===== src/rtl/led_display_pkg.sv =====
// Shared types and LED pattern helpers for the whack-a-mole LED feedback display.
package led_display_pkg;

  // Upper bound on LED count that the pattern helpers can build.
  localparam int MAX_LEDS = 256;

  typedef enum logic [1:0] {
    IDLE  = 2'd0,
    RIGHT = 2'd1,
    WRONG = 2'd2
  } state_e;

  // A position outside [0, width) lights nothing rather than wrapping.
  function automatic logic [MAX_LEDS-1:0] onehot(input int pos, input int width);
    logic [MAX_LEDS-1:0] r;
    r = '0;
    if (pos >= 0 && pos < width && pos < MAX_LEDS) begin
      r = {{(MAX_LEDS-1){1'b0}}, 1'b1} << pos;
    end
    return r;
  endfunction

  function automatic logic [MAX_LEDS-1:0] all_on(input int width);
    logic [MAX_LEDS-1:0] r;
    if (width >= MAX_LEDS) begin
      r = '1;
    end else if (width <= 0) begin
      r = '0;
    end else begin
      r = {MAX_LEDS{1'b1}} >> (MAX_LEDS - width);
    end
    return r;
  endfunction

  function automatic logic [MAX_LEDS-1:0] all_off(input int width);
    logic [MAX_LEDS-1:0] r;
    r = '0;
    if (width < 0) begin
      r = '0;
    end
    return r;
  endfunction

endpackage


===== src/rtl/led_feedback_display_blink_timer.sv =====
// Half-period counter, ON/OFF phase and half-period count for blink sequences.
// o_next_on is the phase value that takes effect on the coming edge.
module blink_timer #(
  parameter int BLINK_HALF = 12_500_000,
  parameter int NUM_BLINKS = 3
) (
  input  logic i_clk,
  input  logic i_rst,
  input  logic i_restart,
  input  logic i_run,
  input  logic i_seq,
  output logic o_next_on,
  output logic o_done
);

  localparam int CNT_W  = $clog2(BLINK_HALF + 1);
  localparam int HALF_W = $clog2(2 * NUM_BLINKS + 1);
  localparam logic [CNT_W-1:0]  CNT_LAST  = CNT_W'(BLINK_HALF - 1);
  localparam logic [HALF_W-1:0] HALF_LAST = HALF_W'(2 * NUM_BLINKS - 1);

  logic [CNT_W-1:0]  cnt_q, cnt_d;
  logic [HALF_W-1:0] half_q, half_d;
  logic              phase_q, phase_d;
  logic              wrap;

  assign wrap = (cnt_q == CNT_LAST);

  always_comb begin
    cnt_d   = cnt_q;
    half_d  = half_q;
    phase_d = phase_q;
    o_done  = 1'b0;
    if (i_restart) begin
      cnt_d   = '0;
      half_d  = '0;
      phase_d = 1'b1;
    end else if (i_run) begin
      if (wrap) begin
        cnt_d   = '0;
        phase_d = ~phase_q;
        // Half-periods only count while a verdict sequence plays; idle blinking free-runs.
        if (i_seq) begin
          if (half_q == HALF_LAST) begin
            half_d = '0;
            o_done = 1'b1;
          end else begin
            half_d = half_q + 1'b1;
          end
        end
      end else begin
        cnt_d = cnt_q + 1'b1;
      end
    end
  end

  always_ff @(posedge i_clk) begin
    if (i_rst) begin
      cnt_q   <= '0;
      half_q  <= '0;
      phase_q <= 1'b1;
    end else begin
      cnt_q   <= cnt_d;
      half_q  <= half_d;
      phase_q <= phase_d;
    end
  end

  assign o_next_on = phase_d;

endmodule


===== src/rtl/led_feedback_display.sv =====
// LED feedback driver: idle mole display, RIGHT/WRONG blink sequences with pre-emption.
// Define LED_FEEDBACK_DISPLAY_MOLE_BLINK_EN to blink the idle mole LED instead of holding it on.
module led_feedback_display
  import led_display_pkg::*;
#(
  parameter int NUM_LEDS   = 8,
  parameter int POS_W      = $clog2(NUM_LEDS),
  parameter int BLINK_HALF = 12_500_000,
  parameter int NUM_BLINKS = 3
) (
  input  logic                i_clk,
  input  logic                i_rst,
  input  logic [POS_W-1:0]    i_user_guess,
  input  logic [POS_W-1:0]    i_mole_position,
  input  logic                i_user_right,
  input  logic                i_user_wrong,
  output logic [NUM_LEDS-1:0] leds,
  output logic                o_busy
);

`ifdef LED_FEEDBACK_DISPLAY_MOLE_BLINK_EN
  localparam logic IDLE_BLINK = 1'b1;
`else
  localparam logic IDLE_BLINK = 1'b0;
`endif

  state_e              state_q, state_d;
  logic [POS_W-1:0]    guess_q, guess_d;
  logic [POS_W-1:0]    cap_mole_q, cap_mole_d;
  logic [POS_W-1:0]    mole_q;
  logic [NUM_LEDS-1:0] leds_q, leds_d;
  logic [NUM_LEDS-1:0] oh_guess, oh_cap, oh_live, ones, zeros;
  logic                pulse, in_seq, restart, run, next_on, done;

  assign pulse   = i_user_right | i_user_wrong;
  assign in_seq  = (state_q != IDLE);
  // Moving the mole while idle restarts the idle blink in its ON phase.
  assign restart = pulse | (IDLE_BLINK && !in_seq && (i_mole_position != mole_q));
  assign run     = in_seq | IDLE_BLINK;

  blink_timer #(
    .BLINK_HALF(BLINK_HALF),
    .NUM_BLINKS(NUM_BLINKS)
  ) u_timer (
    .i_clk    (i_clk),
    .i_rst    (i_rst),
    .i_restart(restart),
    .i_run    (run),
    .i_seq    (in_seq),
    .o_next_on(next_on),
    .o_done   (done)
  );

  always_comb begin
    state_d = state_q;
    if (i_user_right) begin
      state_d = RIGHT;
    end else if (i_user_wrong) begin
      state_d = WRONG;
    end else if (done) begin
      state_d = IDLE;
    end
  end

  assign guess_d    = pulse ? i_user_guess    : guess_q;
  assign cap_mole_d = pulse ? i_mole_position : cap_mole_q;

  // Patterns are built from next-state values so the LED register is the only output stage.
  always_comb begin
    oh_guess = NUM_LEDS'(onehot(int'(guess_d), NUM_LEDS));
    oh_cap   = NUM_LEDS'(onehot(int'(cap_mole_d), NUM_LEDS));
    oh_live  = NUM_LEDS'(onehot(int'(i_mole_position), NUM_LEDS));
    ones     = NUM_LEDS'(all_on(NUM_LEDS));
    zeros    = NUM_LEDS'(all_off(NUM_LEDS));
    case (state_d)
      RIGHT:   leds_d = next_on ? oh_guess : zeros;
      WRONG:   leds_d = next_on ? ones : oh_cap;
      default: leds_d = (next_on || !IDLE_BLINK) ? oh_live : zeros;
    endcase
  end

  always_ff @(posedge i_clk) begin
    if (i_rst) begin
      state_q    <= IDLE;
      guess_q    <= '0;
      cap_mole_q <= '0;
      mole_q     <= '0;
      leds_q     <= '0;
    end else begin
      state_q    <= state_d;
      guess_q    <= guess_d;
      cap_mole_q <= cap_mole_d;
      mole_q     <= i_mole_position;
      leds_q     <= leds_d;
    end
  end

  assign leds   = leds_q;
  assign o_busy = (state_q != IDLE);

endmodule


===== config.mk =====
export PLATFORM = sky130hd
export DESIGN_NAME = led_feedback_display
export DESIGN_NICKNAME = d
export VERILOG_FILES = /design/src/rtl/led_display_pkg.sv /design/src/rtl/led_feedback_display_blink_timer.sv /design/src/rtl/led_feedback_display.sv
export SDC_FILE = /design/constraint.sdc
export NUM_CORES = 1
export LEC_CHECK = 0
export BUFFER_PORTS_ARGS = -buffer_cell sky130_fd_sc_hd__buf_2
export CAP_MARGIN = 20
export CORE_MARGIN = 1
export CORE_UTILIZATION = 45
export DETAILED_ROUTE_END_ITERATION = 10
export PLACE_DENSITY = 0.63
export SETUP_SLACK_MARGIN = 0.3
export SLEW_MARGIN = 25
export SYNTH_ARGS = -nofsm -noshare
export SYNTH_HDL_FRONTEND = slang
export SYNTH_SLANG_ARGS = --single-unit

===== constraint.sdc =====
create_clock -name i_clk -period 7.6 [get_ports i_clk]
set_input_delay 0.38 -clock i_clk [delete_from_list [all_inputs] [get_ports i_clk]]
set_output_delay 0.38 -clock i_clk [all_outputs]
set_load 0.05 [all_outputs]

==> impl_metrics.json, run 1 <==
{
  "diodes": 0,
  "worst-path-max-fanout": 11,
  "synthTopCellsByArea": "dfxtp_1, nor2_1, xor2_1, a21oi_1, nand2_1",
  "critPathArrivalTime_ns": 3.18,
  "cp_top_family": "simple AND/OR/NAND/NOR gates",
  "cts_resized": 0,
  "path_clk_slew_ns": 0.08,
  "async_reset_ff_share_pct": 0,
  "nets": 305,
  "grt_overflow_total": 0,
  "fmax_mhz": 337,
  "drive_above_1_share_pct": 12.3,
  "track_usage_pct": 19.7,
  "period_needed_ns": 2.97,
  "drt-total-wl_um": 4670,
  "fin_area_um2": 2480,
  "ir_drop_mv": 0.0963,
  "power.density_nw_per_um2": 173,
  "status": "finished clean",
  "slew-limit-headroom_pct": 41.5,
  "grt_max_degree": 23,
  "clock_latency_ns": 0.29,
  "hold_class": "in -> reg",
  "yosysTopAreaCell": "dfxtp_1",
  "initial_core_util_pct": 47.6,
  "worstPathRequired_ns": 7.81,
  "worst_pin_slew_ns": 0.878,
  "avgSynthCellArea_um2": 8.13,
  "max_stage_delay_ns": 0.47,
  "path_class": "reg -> reg",
  "cts_root_buffer": "clkbuf_8",
  "cts_made_buffers": 5,
  "min_to": "guess_q[0]",
  "vias": 1905,
  "io-pin-count": 19,
  "grt_pass1_vias": 1836,
  "hold_buffers": 0,
  "die_area_um2": 5380,
  "holdCritStartpoint": "i_user_guess[0]",
  "startpoint_type": "flip-flop",
  "skew_ns": 0.00626,
  "synth_edf_count": 0,
  "ys_seq_area_share_pct": 38.4,
  "syn-cell-area_um2": 2290,
  "drt-initial-drc-count": 87,
  "cts_num_sinks": 44,
  "rsz0062_at_grt": "no",
  "post-dp-hpwl_um": 3400,
  "finalPower_uw": 428,
  "cts_tree": "built",
  "antenna_found_initial": 0,
  "port_buffers": 18,
  "crit_chain": "ha_1, o211a_1, nand3_1, nor4_4, and3_1, nor2_1, ha_1, nor2b_1, nor2_1, a2bb2oi_1, a21oi_1",
  "critPathBufInv": 0,
  "area_delta_synth_final_pct": 8.08,
  "rr_worst_depth": 11,
  "wire_per_inst_um": 13.0,
  "rows": 25,
  "yosysUniqueCellTypes": 48,
  "postCtsSetupBuffers": 0,
  "hold_viol_final": 0,
  "yosysWarnings": 0,
  "p_leak_nw": 0.920,
  "ys_seq_elements": 44,
  "h-tree-depth": 2,
  "setup_tns_ns": 0,
  "maxCapViolCount": 0,
  "post-place-ws_ns": 4.69,
  "setup_viol": 0,
  "finalCritPeriodShare_pct": 39.0,
  "vias_per_cell": 5.31,
  "cp_slowest_cell": "nor2b_1",
  "ant_nets": 0,
  "r2r_slack_ns": 4.63,
  "place.gp.congestion": 0.933,
  "die_h_um": 73.4,
  "placed_area_um2": 2400,
  "cp-end-kind": "flip-flop",
  "clock_path_buffers": 2,
  "synth_nets": 295,
  "drtPass1Iterations": 4,
  "die_width_um": 73.4,
  "r2r-end": "leds[3]",
  "post-route-drc-count": 0,
  "setup_ws_ns": 4.63,
  "core_area_um2": 4820,
  "netlist_instances": 282,
  "synth.top_cell.area_share_pct": 38.4,
  "grt_pass1_wl_um": 8250,
  "finalMaxSlewViolations": 0,
  "r2r_start": "u_timer.cnt_q[0]",
  "synth-main-ff-cell": "dfxtp_1",
  "min_delay_path_depth": 3
}
[Yosys cell counts (all sizes together) (6+ instances only)]
cell type	number
nor2	51
dfxtp	44
nand2	26
a21oi	23
xor2	13
clkbuf	12
xnor2	11
a31oi	8
inv	7
nand4	7
nor3	7
a311oi	6
nor2b	6
[sequential cells by signal (all words and copies together) (netlist names)]
name,count
leds,8
guess_q,3
u_timer.cnt_q,24
cap_mole_q,3
u_timer.half_q,3
u_timer.phase_q,1
state_q,2
[where the power goes]
group / internal [mW] / total [mW] / leakage (nW) / switching [mW]
Sequential: 0.235 / 0.239 / 0.357 / 0.00358
Combinational: 0.0161 / 0.0507 / 0.522 / 0.0347
Clock: 0.0626 / 0.138 / 0.0410 / 0.0757
[worst register-to-register path, delay by kind of cell, from the launching register on]
kind | cells | cell delay [ns]
AOI/OAI and AO/OA | 3 | 0.50
adders and majority gates | 2 | 0.63
and+or+nand+nor | 6 | 1.34
DFF | 1 | 0.40
[per-layer routing]
metal,wire length [µm],track usage [%],share of wire [%]
met3,162,3.84,3.5
met1,2380,26.5,51
met2,2060,31.8,44
met5,0,0,0
met4,64,6.41,1.4
[how the worst max path moves through the flow]
stage / startpoint / to / cells after the start
2_1_floorplan: u_timer.cnt_q[0] / leds[2] / 13
3_3_place_gp: u_timer.cnt_q[0] / leds[2] / 12
3_5_place_dp: u_timer.cnt_q[0] / leds[2] / 12
4_1_cts: u_timer.cnt_q[0] / leds[2] / 12
5_1_grt: u_timer.cnt_q[0] / leds[5] / 12
6_report: u_timer.cnt_q[0] / leds[3] / 11
[layout by cell type, fill, tap and decap left out, types with 2 or more instances in the layout]
cell / n
inv_1: 7
nand4_1: 6
mux2i_1: 5
or2_1: 2
and3_1: 3
and3_2: 2
nand2b_1: 4
nand3_1: 4
nor4b_1: 3
dfxtp_1: 44
xor2_1: 13
clkbuf_8: 5
ha_1: 3
nor2_1: 51
nor4_1: 4
nor3_1: 7
nor4bb_1: 2
a31oi_1: 8
nor2b_1: 6
a21oi_1: 22
and2_1: 2
xnor2_1: 11
a311oi_1: 6
buf_2: 18
or3_1: 4
nand2_1: 26
a211oi_1: 2
[metrics by stage]
step | util, % | std cells | hold slack (ns)
4_1_cts | 51.4 | 359 | 0.353
3_3_place_gp | 49.8 | 352 | 0.475
2_1_floorplan | - | 282 | 0.455
5_1_grt | 51.4 | 359 | 0.369
3_5_place_dp | 49.8 | 352 | 0.479
6_report | 51.4 | 359 | 0.365
[layout make-up]
cell class	count	area [µm²]
Fill cell	486	2340
Multi-Input combinational cell	216	1320
Sequential cell	44	881
Timing Repair Buffer	18	90.1
Tap cell	67	83.8
Clock buffer	6	72.6
Inverter	7	26.3
Clock inverter	1	5.00
[cell families (layout without fill, tap and decap cells)]
group	count (synthesis)	after routing	synth area share [%]
compound gates	46	46	13.1
mux	5	5	2.18
xor+xnor	24	24	9.17
flops	44	44	38.4
fa+ha+maj	3	3	1.64
simple gates	138	138	31.4
buf+inv	22	32	4.04
(Power assumes the default switching activity.)
==> run 2, diff against run 1 <==
==> constraint.sdc (replaced) <==
create_clock -name i_clk -period 2.9 [get_ports i_clk]
set_input_delay 0.145 -clock i_clk [delete_from_list [all_inputs] [get_ports i_clk]]
set_output_delay 0.145 -clock i_clk [all_outputs]
set_load 0.05 [all_outputs]
==> impl_metrics.json, run 2 (synthesis results as in run 1) <==
{
  "status": "finished clean",
  "final_common_cell": "nor2_1",
  "worst-path-max-fanout": 7,
  "rows": 25,
  "area_delta_synth_final_pct": 15.8,
  "r2r_start": "u_timer.cnt_q[1]",
  "track_usage_pct": 20.0,
  "path_class": "reg -> reg",
  "place.gp.congestion": 0.890,
  "cts_num_sinks": 44,
  "post-route-util_pct": 55.1,
  "h-tree-depth": 2,
  "crit_top_cell": "ha_4",
  "grt_pass1_wl_um": 8340,
  "drt-initial-drc-count": 84,
  "cts_root_buffer": "clkbuf_8",
  "grt_overflow_total": 0,
  "critPathBufInv": 1,
  "skew_ns": 0.00577,
  "core_area_um2": 4820,
  "post-dp-hpwl_um": 3390,
  "swShare_pct": 26.6,
  "antenna_found_initial": 0,
  "holdCritStartpoint": "i_user_guess[0]",
  "seq_power_share_pct": 53.2,
  "io-pin-count": 19,
  "setup_viol": 0,
  "finalCritPeriodShare_pct": 86.2,
  "most-common-layout-cells": "nor2_1, dfxtp_1, nand2_1",
  "drtPass1Iterations": 4,
  "largest_reg_flops": 24,
  "rsz0062_at_grt": "no",
  "cp-end-kind": "flip-flop",
  "maxCapViolCount": 0,
  "r2r_slack_ns": 0.40,
  "cp_slowest_cell": "dfxtp_2",
  "critPathArrivalTime_ns": 2.63,
  "grt_pass1_vias": 1852,
  "die_h_um": 73.4,
  "crit_start": "u_timer.cnt_q[1]",
  "cts_made_buffers": 5,
  "die_width_um": 73.4,
  "ir_drop_mv": 0.239,
  "slew-limit-headroom_pct": 39.9,
  "crit_chain": "ha_4, o211a_1, nand3_1, nor4_4, and3_4, nor2_1, ha_4, buf_4, and3b_2, a21oi_2, a21oi_1",
  "path_clk_slew_ns": 0.08,
  "fmax_mhz": 400,
  "min_delay_path_depth": 3,
  "port_buffers": 18,
  "worstPathRequired_ns": 3.03,
  "wire_per_inst_um": 13.6,
  "period_needed_ns": 2.50,
  "post-route-drc-count": 0,
  "diodes": 0,
  "startpoint_type": "flip-flop",
  "drt-total-wl_um": 5000,
  "fin_area_um2": 2650,
  "vias": 2014,
  "die_area_um2": 5380,
  "hold_buffers": 0,
  "vias_per_cell": 5.46,
  "initial_core_util_pct": 47.6,
  "hold_viol_final": 0,
  "setup_tns_ns": 0,
  "r2r-end": "leds[2]",
  "power_switching_uw": 313,
  "cp_top_family": "simple AND/OR/NAND/NOR gates",
  "clock_power_share_pct": 33.7,
  "clock_path_buffers": 2,
  "hold_class": "in -> reg",
  "rr_worst_depth": 11,
  "nets": 314,
  "finalMaxSlewViolations": 0,
  "grt_max_degree": 23,
  "cellInternalPower_uw": 865,
  "max_stage_delay_ns": 0.37,
  "ant_nets": 0,
  "pwr-share-comb_pct": 13.1,
  "power.density_nw_per_um2": 444,
  "p_leak_nw": 0.982,
  "drive_above_1_share_pct": 20.5,
  "min_to": "guess_q[0]",
  "clock_latency_ns": 0.29,
  "whs_ns": 0.124,
  "worst_pin_slew_ns": 0.895,
  "placed_area_um2": 2440,
  "top_register": "u_timer.cnt_q",
  "cts_tree": "built"
}
-- run 2: area by class of cell --
class / instances / area [µm²]
flip-flops and latches: 44 / 883
well taps: 67 / 83.8
multi-input cells: 216 / 1410
inverters: 7 / 26.3
fillers: 456 / 2160
repair buffers: 27 / 158
clock buffers: 8 / 90.1
-- run 2: power groups by stage --
stage | registers (mW) | clock network [mW] | logic, mW
final | 0.627 | 0.397 | 0.154
after global routing | 0.629 | 0.434 | 0.169
after CTS | 0.627 | 0.409 | 0.142
after floorplan | 0.660 | 0 | 0.0846
after global placement | 0.641 | 0 | 0.135
after detailed placement | 0.641 | 0 | 0.136
-- run 2: repair_timing --
item	4_1_cts	5_1_grt
gates cloned	0	0
pin swaps	0	4
setup buffers	0	5
gates resized for setup	4	18
setup endpoints to repair	8	8
-- run 2: tightest hold or removal path: cells and delay by family --
kind / cells / cell delay [ns]
compound gates: 1 / 0.05
simple gates: 1 / 0.05
buf+inv: 1 / 0.12
-- run 2: how the worst max path moves through the flow --
stage	cells past startpoint	slack, ns	endpoint
after floorplan	13	0.32	leds[2]
after global placement	13	0.14	leds[2]
after detailed placement	13	0.14	leds[2]
after CTS	13	0.35	leds[2]
after global routing	11	0.31	leds[1]
final	11	0.40	leds[2]
-- run 2: per-layer routing --
metal  global-route usage, %  wire length [µm]  part of all wire (%)
met2                    31.8              2360                    47
met4                    8.76                88                   1.8
met1                    26.6              2280                    46
met5                       0                 0                     0
met3                    3.70               276                   5.5
-- run 2: metrics by stage --
step	instances	power, mW	setup WS [ns]
floorplan	282	0.745	0.317
global placement	356	0.776	0.144
detailed placement	356	0.777	0.144
CTS	364	1.18	0.346
global route	369	1.23	0.310
finish	369	1.18	0.400
